--- config.mk ---
export PLATFORM = sky130hd
export DESIGN_NAME = tt_bin_clock_input_cond
export DESIGN_NICKNAME = d
export VERILOG_FILES = /design/src/rtl/tt_bin_clock_input_cond.sv
export SDC_FILE = /design/constraint.sdc
export NUM_CORES = 1
export LEC_CHECK = 0
export CAP_MARGIN = 20
export CORE_UTILIZATION = 55
export CTS_BUF_LIST = sky130_fd_sc_hd__clkbuf_8
export DETAILED_ROUTE_END_ITERATION = 12
export GPL_TIMING_DRIVEN = 0
export PLACE_DENSITY = 0.83
export SETUP_SLACK_MARGIN = 0.02
export SLEW_MARGIN = 10
export SYNTH_ARGS = -nofsm -noshare
export SYNTH_HDL_FRONTEND = slang
export SYNTH_SLANG_ARGS = --single-unit
export TNS_END_PERCENT = 50
--- constraint.sdc ---
create_clock -name clk_i -period 2.5 [get_ports clk_i]
set_input_delay 0.5 -clock clk_i [delete_from_list [all_inputs] [get_ports clk_i]]
set_output_delay 0.5 -clock clk_i [all_outputs]
set_load 0.02 [all_outputs]
--- src/rtl/tt_bin_clock_input_cond.sv ---
// Input conditioner for the binary clock core: synchronises and debounces the
// raw board switches and buttons, presents the time-set and inc/dec levels,
// and turns hour/minute/seconds button presses into single-cycle step pulses
// with hold-to-auto-repeat.
module tt_bin_clock_input_cond #(
  parameter int SYNC_STAGES     = 2,
  parameter int DEBOUNCE_CYCLES = 3,
  parameter int REPEAT_DELAY    = 50,
  parameter int REPEAT_PERIOD   = 10
) (
  input  logic clk_i,
  input  logic reset_ni,
  input  logic time_set_sw_i,
  input  logic id_sw_i,
  input  logic hour_btn_i,
  input  logic minute_btn_i,
  input  logic seconds_btn_i,
  output logic time_set_o,
  output logic id_switch_o,
  output logic hour_id_o,
  output logic minute_id_o,
  output logic seconds_id_o
);

  localparam int NIN = 5;
  localparam int DCW = $clog2(DEBOUNCE_CYCLES) + 1;
  // REPEAT_DELAY >= REPEAT_PERIOD, so one width covers both repeat counts.
  localparam int RCW = $clog2(REPEAT_DELAY) + 1;
  localparam logic [DCW-1:0] DB_LAST     = DCW'(DEBOUNCE_CYCLES - 1);
  localparam logic [RCW-1:0] DELAY_LAST  = RCW'(REPEAT_DELAY - 1);
  localparam logic [RCW-1:0] PERIOD_LAST = RCW'(REPEAT_PERIOD - 1);

  typedef enum logic [1:0] {
    ST_IDLE   = 2'd0,
    ST_DELAY  = 2'd1,
    ST_REPEAT = 2'd2
  } state_e;

  // Bit order of every 5-bit input vector: [0]=time_set, [1]=id,
  // [2]=hour, [3]=minute, [4]=seconds.
  logic [NIN-1:0] raw;
  assign raw = {seconds_btn_i, minute_btn_i, hour_btn_i, id_sw_i, time_set_sw_i};

  logic [SYNC_STAGES-1:0][NIN-1:0] sync_q;
  logic [NIN-1:0]                  sync_s;
  logic [NIN-1:0]                  deb_q;
  logic [DCW-1:0]                  dcnt_q [NIN];

  assign sync_s = sync_q[SYNC_STAGES-1];

  // Synchroniser chain: shift each raw input through SYNC_STAGES flops.
  always_ff @(posedge clk_i or negedge reset_ni) begin
    if (!reset_ni) begin
      sync_q <= '0;
    end else begin
      sync_q <= {sync_q[SYNC_STAGES-2:0], raw};
    end
  end

  // Debounce: the level follows the synchronised input only after it has
  // disagreed for DEBOUNCE_CYCLES consecutive cycles.
  always_ff @(posedge clk_i or negedge reset_ni) begin
    if (!reset_ni) begin
      deb_q <= '0;
      for (int i = 0; i < NIN; i++) dcnt_q[i] <= '0;
    end else begin
      for (int i = 0; i < NIN; i++) begin
        if (sync_s[i] != deb_q[i]) begin
          if (dcnt_q[i] == DB_LAST) begin
            deb_q[i]  <= sync_s[i];
            dcnt_q[i] <= '0;
          end else begin
            dcnt_q[i] <= dcnt_q[i] + DCW'(1);
          end
        end else begin
          dcnt_q[i] <= '0;
        end
      end
    end
  end

  assign time_set_o  = deb_q[0];
  assign id_switch_o = deb_q[1];

  // Step FSM signals; button vectors are [0]=hour, [1]=minute, [2]=seconds.
  state_e         state_q, state_d;
  logic [RCW-1:0] rcnt_q, rcnt_d;
  logic [2:0]     owner_q, owner_d;
  logic [2:0]     btn_prev_q;
  logic [2:0]     pulse_q, pulse_d;
  logic [2:0]     btn, rise;
  logic           press_ok, abort, fire;

  assign btn  = deb_q[4:2];
  assign rise = btn & ~btn_prev_q;
  // A press counts only if it is the sole rising button and nothing else is
  // held; a button already held when time-set rises has no rise and so waits.
  assign press_ok = deb_q[0] && $onehot(rise) && (btn == rise);
  // Leaving time-set, releasing the owner or touching any other button ends
  // the sequence.
  assign abort = !deb_q[0] || (btn != owner_q);

  // FSM state register together with repeat counter, owner and edge history.
  always_ff @(posedge clk_i or negedge reset_ni) begin
    if (!reset_ni) begin
      state_q    <= ST_IDLE;
      rcnt_q     <= '0;
      owner_q    <= '0;
      btn_prev_q <= '0;
    end else begin
      state_q    <= state_d;
      rcnt_q     <= rcnt_d;
      owner_q    <= owner_d;
      btn_prev_q <= btn;
    end
  end

  // Next-state logic: start, delay to first repeat, periodic repeat, abort.
  always_comb begin
    state_d = state_q;
    rcnt_d  = rcnt_q;
    owner_d = owner_q;
    fire    = 1'b0;
    unique case (state_q)
      ST_IDLE: begin
        if (press_ok) begin
          fire    = 1'b1;
          owner_d = rise;
          rcnt_d  = '0;
          state_d = ST_DELAY;
        end
      end
      ST_DELAY: begin
        if (abort) begin
          rcnt_d  = '0;
          state_d = ST_IDLE;
        end else if (rcnt_q == DELAY_LAST) begin
          fire    = 1'b1;
          rcnt_d  = '0;
          state_d = ST_REPEAT;
        end else begin
          rcnt_d = rcnt_q + RCW'(1);
        end
      end
      ST_REPEAT: begin
        if (abort) begin
          rcnt_d  = '0;
          state_d = ST_IDLE;
        end else if (rcnt_q == PERIOD_LAST) begin
          fire   = 1'b1;
          rcnt_d = '0;
        end else begin
          rcnt_d = rcnt_q + RCW'(1);
        end
      end
      default: begin
        rcnt_d  = '0;
        state_d = ST_IDLE;
      end
    endcase
  end

  // Output logic: a fire event selects the owning button's pulse line.
  always_comb begin
    pulse_d = fire ? owner_d : 3'b000;
  end

  // Pulse register so the step outputs come straight from flops.
  always_ff @(posedge clk_i or negedge reset_ni) begin
    if (!reset_ni) begin
      pulse_q <= '0;
    end else begin
      pulse_q <= pulse_d;
    end
  end

  assign hour_id_o    = pulse_q[0];
  assign minute_id_o  = pulse_q[1];
  assign seconds_id_o = pulse_q[2];

endmodule

; ---- Yosys cells after proc, flatten, opt, wreduce, memory -nomap -nowiden
; Index checks and enable logic that the tools add are counted.
[word_totals]
reg_bits = 48
latch_bits = 0
ram_bits = 0
mem_bits_ro = 0
output_inout_bits = 5
mem_count = 0
[classes]
addsub = 8
mul = 0
div = 0
magnitude_cmp = 0
n_eq_ne = 20
n_shift = 0
n_mux = 30
bitwise = 2
n_reduce_logical = 11
[ops]
columns = operator, count
row1 = two-way mux 3 bit, 13
row2 = two-way mux 7 bit, 5
row3 = case mux 7 bit (3 select lines), 1
row4 = adder 3 x 1 -> 3 bit (second input constant), 5
row5 = == test 3 x 2 -> 1 bit (second input constant), 5
row6 = AND reduction 2 bit, 5
row7 = two-way mux 2 bit, 4
row8 = adder 7 x 1 -> 7 bit (second input constant), 1
row9 = == test 7 x 4 -> 1 bit (second input constant), 1
row10 = == test 7 x 6 -> 1 bit (second input constant), 1
row11 = case mux 2 bit (3 select lines), 1
row12 = two-way mux 1 bit, 5
row13 = != test 1 bit, 5
row14 = == test 2 x 1 -> 1 bit (second input constant), 2
row15 = != test 2 bit (second input constant), 2
row16 = bitwise AND 3 bit, 1
row17 = == test 3 bit, 1
row18 = != test 3 bit, 1
row19 = != test 3 bit (second input constant), 1
row20 = inverter 3 bit, 1
row21 = case mux 1 bit (3 select lines), 1
row22 = AND reduction 3 bit, 1
row23 = adder 1 x 1 -> 2 bit, 1
row24 = adder 2 x 1 -> 2 bit, 1
row25 = other kinds (5), 6

; ---- Depth between registers and ports, before layout
; Gate-level depths: netlist of the first run.
[depth]
depth_word = 10
mapped_depth = 8
ltp_nobuf = 7

; ---- Worst setup path before layout of the first run
; Ideal clock, no wire load.
[synth_timing]
path_kind = reg2reg
start = register deb_q[2]
end = register pulse_q[2]
setup_time_ps = 72
arrival_ps = 2210
path_slack_ps = 218
stages_incl_launch_ff = 9
cell_sequence = dfrtp_1 > nor2b_1 > fa_1 > and3b_1 > and3_1 > clkbuf_1 > nor4_1 > a22oi_1 > nor2_1
[synth_between]
elab_chain_len = 9
[synth_lines]
columns = item, line_no
row1 = from (decl), 46  ; logic [NIN-1:0] deb_q;
row2 = "from (signal, indexed assignment)", 70  ; deb_q[i] <= sync_s[i];
row3 = bitwise AND 3 bit, 95  ; assign rise = btn & ~btn_prev_q;
row4 = adder 1 x 1 -> 2 bit (not written as such), 98  ; assign press_ok = deb_q[0] && $onehot(rise) && (btn == rise);
row5 = adder 2 x 1 -> 2 bit (not written as such), 98
row6 = == test 2 x 1 -> 1 bit, 98
row7 = logical AND 1 bit (2 in a row), 98
row8 = two-way mux 1 bit or two-way mux 3 bit (tied branches), 126  ; if (press_ok) begin
row9 = case mux 1 bit (3 select lines) or two-way mux 3 bit (tied branches), 124  ; unique case (state_q)
row10 = two-way mux 3 bit *, 165  ; pulse_d = fire ? owner_d : 3'b000;
row11 = net pulse_d[2], 90  ; logic [2:0] pulse_q, pulse_d;
row12 = to (signal assigned), 173  ; pulse_q <= pulse_d;
row13 = to (decl), 90
; Mark *: on every way through the listed nets, which the timed path passes. The rest lies on a longest branch.
; A chain may end at the register's enable or synchronous reset.

; ---- Final worst setup path of the first run
[layout_timing]
start = register deb_q[3]
end = register owner_q[1]
[layout_between]
elab_chain_len = 8
[layout_lines]
columns = item, line_no
row1 = bitwise AND 3 bit, 95
row2 = adder 1 x 1 -> 2 bit (not written as such), 98
row3 = adder 2 x 1 -> 2 bit (not written as such), 98
row4 = == test 2 x 1 -> 1 bit, 98
row5 = logical AND 1 bit (2 in a row), 98
row6 = two-way mux 3 bit *, 126
row7 = two-way mux 3 bit *, 124
row8 = net owner_d[1], 88  ; logic [2:0] owner_q, owner_d;
row9 = to (signal assigned), 113  ; owner_q <= owner_d;
row10 = to (decl), 88
; Marked as above.

==> run metrics, run 1 <==
worst min path class in2async; Filler cells between 200 and 300; Synth Register Bits 48; Post-Place Setup Slack -91.60 ps; fin. max-slew vios 0; Total GRT Usage a little over a fifth; Detailed Routing Iterations Pass 1 4; vias in the first global route roughly 1600; cell with the most instances after synthesis dfrtp_1; RePlAce Congestion slightly below 0.8; FF-to-FF path depth 6; flip-flop and latch area 1205 um^2; drt first-iter violations 84; GRT overflow 0; Num CTS Buffers 5; sequential fraction of the synthesis area a little under three fifths; critical path peak fanout 7; worst skew pair latency 310 ps; initial antenna violation count 0; MaxCap Viol Count 0; post-layout util 67.13%; critical path class reg2reg; met1 Usage GRT between 20% and 30%; startpoint types register; leakage ~0.0011 uW; fin crit share a little over nine tenths; Clock Sinks 48; TritonCTS clock tree built; final worst path period need between 2000 and 2500 ps; grt met2 use roughly 37%; power per cell area 1060 nW/um^2; Worst Skew approximately 10 ps; Peak Freq between 400 and 500 MHz; clock root cell clkbuf_8; Syn Nets 195; drt drc 0; Primary FF master, synth dfrtp_1; Clock Path Buffers 2; I/O Buffers 11; post-synth cell types 39; area leader, netlist dfrtp_1; Syn. warnings 0; Synth Area in Compound Gates between 7 and 8%; Post-synth top cells dfrtp_1, nor2_1, nor2b_1, mux2_2, nand2_1; post-DR wirelength/cell 14.82 um; area occupied by multi-input gates 952.2 um^2; antenna cell count 0; chip height 64.37 um; Finish-stage setup viols 0; Peak supply drop approximately 0.64 mV; met3 Usage GRT 8.393%; Top Usage Layer GRT met2; via count about 1400; area of the mapped netlist 2140 um^2; I/O pin count 12; WP data arrival approximately 2600 ps; post-synthesis xor/xnor area fraction approximately 5.3%; # nets final approximately 210; HPWL after detailed placement 2583 um; global-route wire length before repair 6727 um; area grow syn2layout 15.73%; Die W 64.37 um; Post-Synth Simple-Gate Area between 10% and 20%; clock slew at reported path FFs ~100 ps; Post-Synth Adder-Cell Area 4.444%; crit path capture type register; Synth Area per Inst about 12 um^2; die area 4144 um^2; Synth Instances 181; ys async rst share 100.0%; CTS Hold Bufs 0; CP required between 2000 and 3000 ps; mux share of post-synthesis cell area about 7.4%; CORE AREA 3689 um^2; initial core utilization 58.01%; number of flops mapped to enable cells by yosys 0; number of core rows 22; largest net degree at the start of global routing 31; final WL 3691 um; status finished clean; # H-tree levels 2; largest family of logic cells by synthesized area simple AND/OR/NAND/NOR gates; post-synth top area share 56.14%; layout cells sized above 1 19.40%; fin worst setup slack 125.1 ps; Hold Violations, Final 0; postcts setup bufs 0; Slew @ Worst Pin between 400 and 500 ps; ANT nets after route 0; vias per cell around 5.6; dominant cells by area after synthesis dfrtp_1, mux2_2, nor2b_1; RSZ-0062 raised after global routing no; Slew headroom 70.60%
## critical path, stage by stage, from the launching register on
cell and delay [ps]:
dfrtp_2 460, nor2b_2 200, fa_1 530, and3b_1 190, and3_1 160, clkbuf_1 330, mux2_2 390
## state kept, by name, indices dropped and copies added (netlist names)
register    cells
state_q         2
pulse_q         3
btn_prev_q      3
deb_q           5
rcnt_q          7
owner_q         3
sync_q          5
dcnt_q         15
sync_s          5
## final cells by class
cell class	count	share of cell area (%)
clock inverter	3	1.870
sequential	48	48.66
multi-input combinational	128	38.45
clock buffer	5	2.779
tap	48	2.425
timing repair buffer	12	5.053
inverter	4	0.6064
buffer	1	0.1516
## final timing paths
| check | startpoint | endpoint | slack (ps) |
|---|---|---|---|
| setup / recovery | deb_q[3] | owner_q[1] | 130 |
| hold / removal | reset_ni | rcnt_q[0] | 120 |
| setup reg to reg | deb_q[3] | owner_q[1] | 130 |
| hold reg to reg | sync_q[1] | sync_s[1] | 360 |
| max in group asynchronous | reset_ni | deb_q[3] | 1880 |
| min in group clk_i | sync_q[1] | sync_s[1] | 360 |
## layout by cell type (no fill, tap or decap), drive strengths merged, types with 6 or more instances in the layout
cell type	instances
nor2	19
mux2	14
nand2	14
ha	6
dfrtp	48
clkbuf	6
xnor2	8
clkdlybuf4s50	10
nor2b	15
## routing by layer
layer  up-vias  share of wire [%]
met2        33                 51
met3        11                4.2
li1        662                  -
met5         -                  0
met4         0                2.5
met1       690                 42
## power breakdown
part           internal [uW]  switching, uW  total [uW]
registers                978            217        1190
logic                    437            418         855
clock network            301            274         575
total                   1720            909        2620
## metrics by stage
stage / TNS, ps / instance area, um^2 / total power [uW] / hold slack (ps) / cells
after global placement: -11740 / 2310 / 1923 / 335.2 / 240
after global routing: 0 / 2476 / 2797 / 146.8 / 249
after CTS: 0 / 2460 / 2594 / 140.2 / 249
final: 0 / 2476 / 2624 / 120.2 / 249
after floorplan: 0 / 2140 / 1759 / 204.4 / 181
after detailed placement: -228.9 / 2325 / 2007 / 341.9 / 241
## cell families after synthesis
group / count (synthesis)
AOI/OAI and AO/OA: 22
and+or+nand+nor: 72
xor gates and xnor gates: 13
adders and majority gates: 7
buffers and inverters: 5
DFF: 48
muxes: 14
## what timing repair did
item / in CTS / in global routing
pin swaps: 0 / 1
gates resized for setup: 4 / 6
setup endpoints to repair: 3 / 9
Note: power is estimated with default switching activity, not from simulation.
==> inputs of run 2 (changes only) <==
Settings changed: GPL_ROUTABILITY_DRIVEN set to 0.
==> results of run 2 <==
No change in the layout: final DEF, timing and power equal those of run 1.
==> inputs of run 3 (changes only) <==
--- a/config.mk
+++ b/config.mk
@@ -14,4 +14,4 @@
 export PLACE_DENSITY = 0.83
+export REMOVE_ABC_BUFFERS = 1
 export SETUP_SLACK_MARGIN = 0.02
-export SLEW_MARGIN = 10
 export SYNTH_ARGS = -nofsm -noshare
--- a/constraint.sdc
+++ b/constraint.sdc
@@ -3,2 +3,2 @@
 set_output_delay 0.5 -clock clk_i [all_outputs]
-set_load 0.02 [all_outputs]
+set_load 0.1 [all_outputs]
==> run metrics, run 3 (synthesized netlist as in run 1, its figures left out) <==
status finished clean (unchanged); CP Cell Sequence clkdlybuf4s50_1 (was nor2b_2, fa_1, and3b_1, and3_1, clkbuf_1, mux2_2); Total GRT Usage 21.55% (was 21.69%); Worst Skew 8.940 ps (was 10.24 ps); die area 4144 um^2 (unchanged); ANT nets after route 0 (unchanged); Detailed Routing Iterations Pass 1 4 (unchanged); I/O pin count 12 (unchanged); leakage 0.001117 uW (was 0.001105 uW); max FFs per register 15 (unchanged); CP required 2000 ps (was 2700 ps); layout cells sized above 1 19.00% (was 19.40%); Clock Path Buffers 2 (unchanged); final WL 3602 um (was 3691 um); Slew headroom 34.96% (was 70.60%); Slew @ Worst Pin 972.6 ps (was 441.0 ps); worst min path class in2async (unchanged); fin. max-slew vios 0 (unchanged); largest net degree at the start of global routing 36 (was 31); initial core utilization 58.01% (unchanged); MaxCap Viol Count 0 (unchanged); power per cell area 1112 nW/um^2 (was 1060 nW/um^2); Total Power 2753 uW (was 2624 uW); final instance area 2475 um^2 (was 2476 um^2); vias per cell 5.637 (was 5.606); HPWL after detailed placement 2660 um (was 2583 um); largest register by flop count dcnt_q (unchanged); # nets final 213 (was 214); commonest non-fill, non-tap cells in the layout dfrtp_1, nor2_1, nand2_1, mux2_2, nor2b_1 (unchanged); Num CTS Buffers 5 (unchanged); post-DR wirelength/cell 14.52 um (was 14.82 um); reg2reg setup slack 180 ps (was 130 ps); CP max-delay cell clkdlybuf4s50_1 (was fa_1); worst setup path startpoint deb_q[1] (was deb_q[3]); number of core rows 22 (unchanged); antenna cell count 0 (unchanged); CORE AREA 3689 um^2 (unchanged); clock slew at reported path FFs 90 ps (was 100 ps); # H-tree levels 2 (unchanged); vias in the first global route 1527 (was 1553); crit path capture type output pin (was register); TritonCTS clock tree built (unchanged); chip height 64.37 um (unchanged); global-route wire length before repair 6630 um (was 6727 um); I/O Buffers 11 (unchanged); Peak supply drop 0.7631 mV (was 0.6398 mV); reg2reg start deb_q[4] (was deb_q[3]); via count 1398 (was 1396); critical path's largest stage delay 1140 ps (was 530 ps); Hold Violations, Final 0 (unchanged); clock root cell clkbuf_8 (unchanged); drt drc 0 (unchanged); GRT overflow 0 (unchanged); critical path peak fanout 3 (was 7); CP top delay family buffers and inverters (was simple AND/OR/NAND/NOR gates); initial antenna violation count 0 (unchanged); Post-DP Area 2321 um^2 (was 2325 um^2); fin crit share 93.15% (was 95.00%); Clock Sinks 48 (unchanged); most common cell after layout, fill and taps aside dfrtp_1 (unchanged); drt first-iter violations 62 (was 84); final worst path period need 2329 ps (was 2375 ps); Die W 64.37 um (unchanged); critical path class reg2out (was reg2reg); worst skew pair latency 310 ps (about the same); Finish-stage setup viols 0 (unchanged); Crit path buffers/inverters 1 (unchanged); postcts setup bufs 0 (unchanged); Peak Freq 429.4 MHz (was 421.1 MHz); area grow syn2layout 15.67% (was 15.73%); WP data arrival 1830 ps (was 2570 ps); startpoint types register (unchanged); biggest regs dcnt_q: 15 flops, rcnt_q: 7 flops (unchanged)
## run 3: routing by layer
layer / wire (um) / up-vias / track usage (%)
li1: - / 664 / -
met1: 1535 / 694 / 25.45
met2: 1857 / 35 / 36.18
met3: 146 / 5 / 4.821
met4: 63 / 0 / 11.94
met5: 0 / - / 0
## run 3: path summary, 6_finish.rpt
| check | endpoint | cells after the start |
|---|---|---|
| max | id_switch_o | 1 |
| max reg2reg | pulse_q[2] | 7 |
| min | pulse_q[0] | 1 |
| min in group clk_i | sync_s[2] | 0 |
| min reg2reg | sync_s[2] | 0 |
| max in group asynchronous | deb_q[2] | 2 |
## run 3: layout make-up
class                   count  area, um^2
well taps                  48       60.06
inverters                   4       15.01
clock inverters             2       38.79
repair buffers             12       127.6
fillers                   274        1214
clock buffers               6       82.58
multi-input cells         128       947.2
flip-flops and latches     48        1204
## run 3: through the flow
stage          setup slack [ps]  hold slack [ps]  TNS [ps]  cells  util [%]
6_report                  171.4            79.45         0    248     67.10
5_1_grt                  -5.520            99.49    -5.520    248     67.10
4_1_cts                   54.56            82.97         0    248     66.38
3_5_place_dp             -34.24            340.3    -34.24    240     62.92
3_3_place_gp             -231.7            333.4    -11020    239     62.52
2_1_floorplan             296.2            204.4         0    180         -
## run 3: power by group
group | switching [uW] | total, uW | internal (uW)
Clock | 250 | 577 | 327
Combinational | 565 | 990 | 425
Sequential | 210 | 1190 | 976
Total | 1030 | 2750 | 1730
## run 3: timing repair
action / CTS / global route
pin swaps: 0 / 0
hold buffers: 0 / 0
endpoints found under the setup margin: 3 / 10
hold endpoints to repair: 0 / 0
resized for setup: 1 / 8
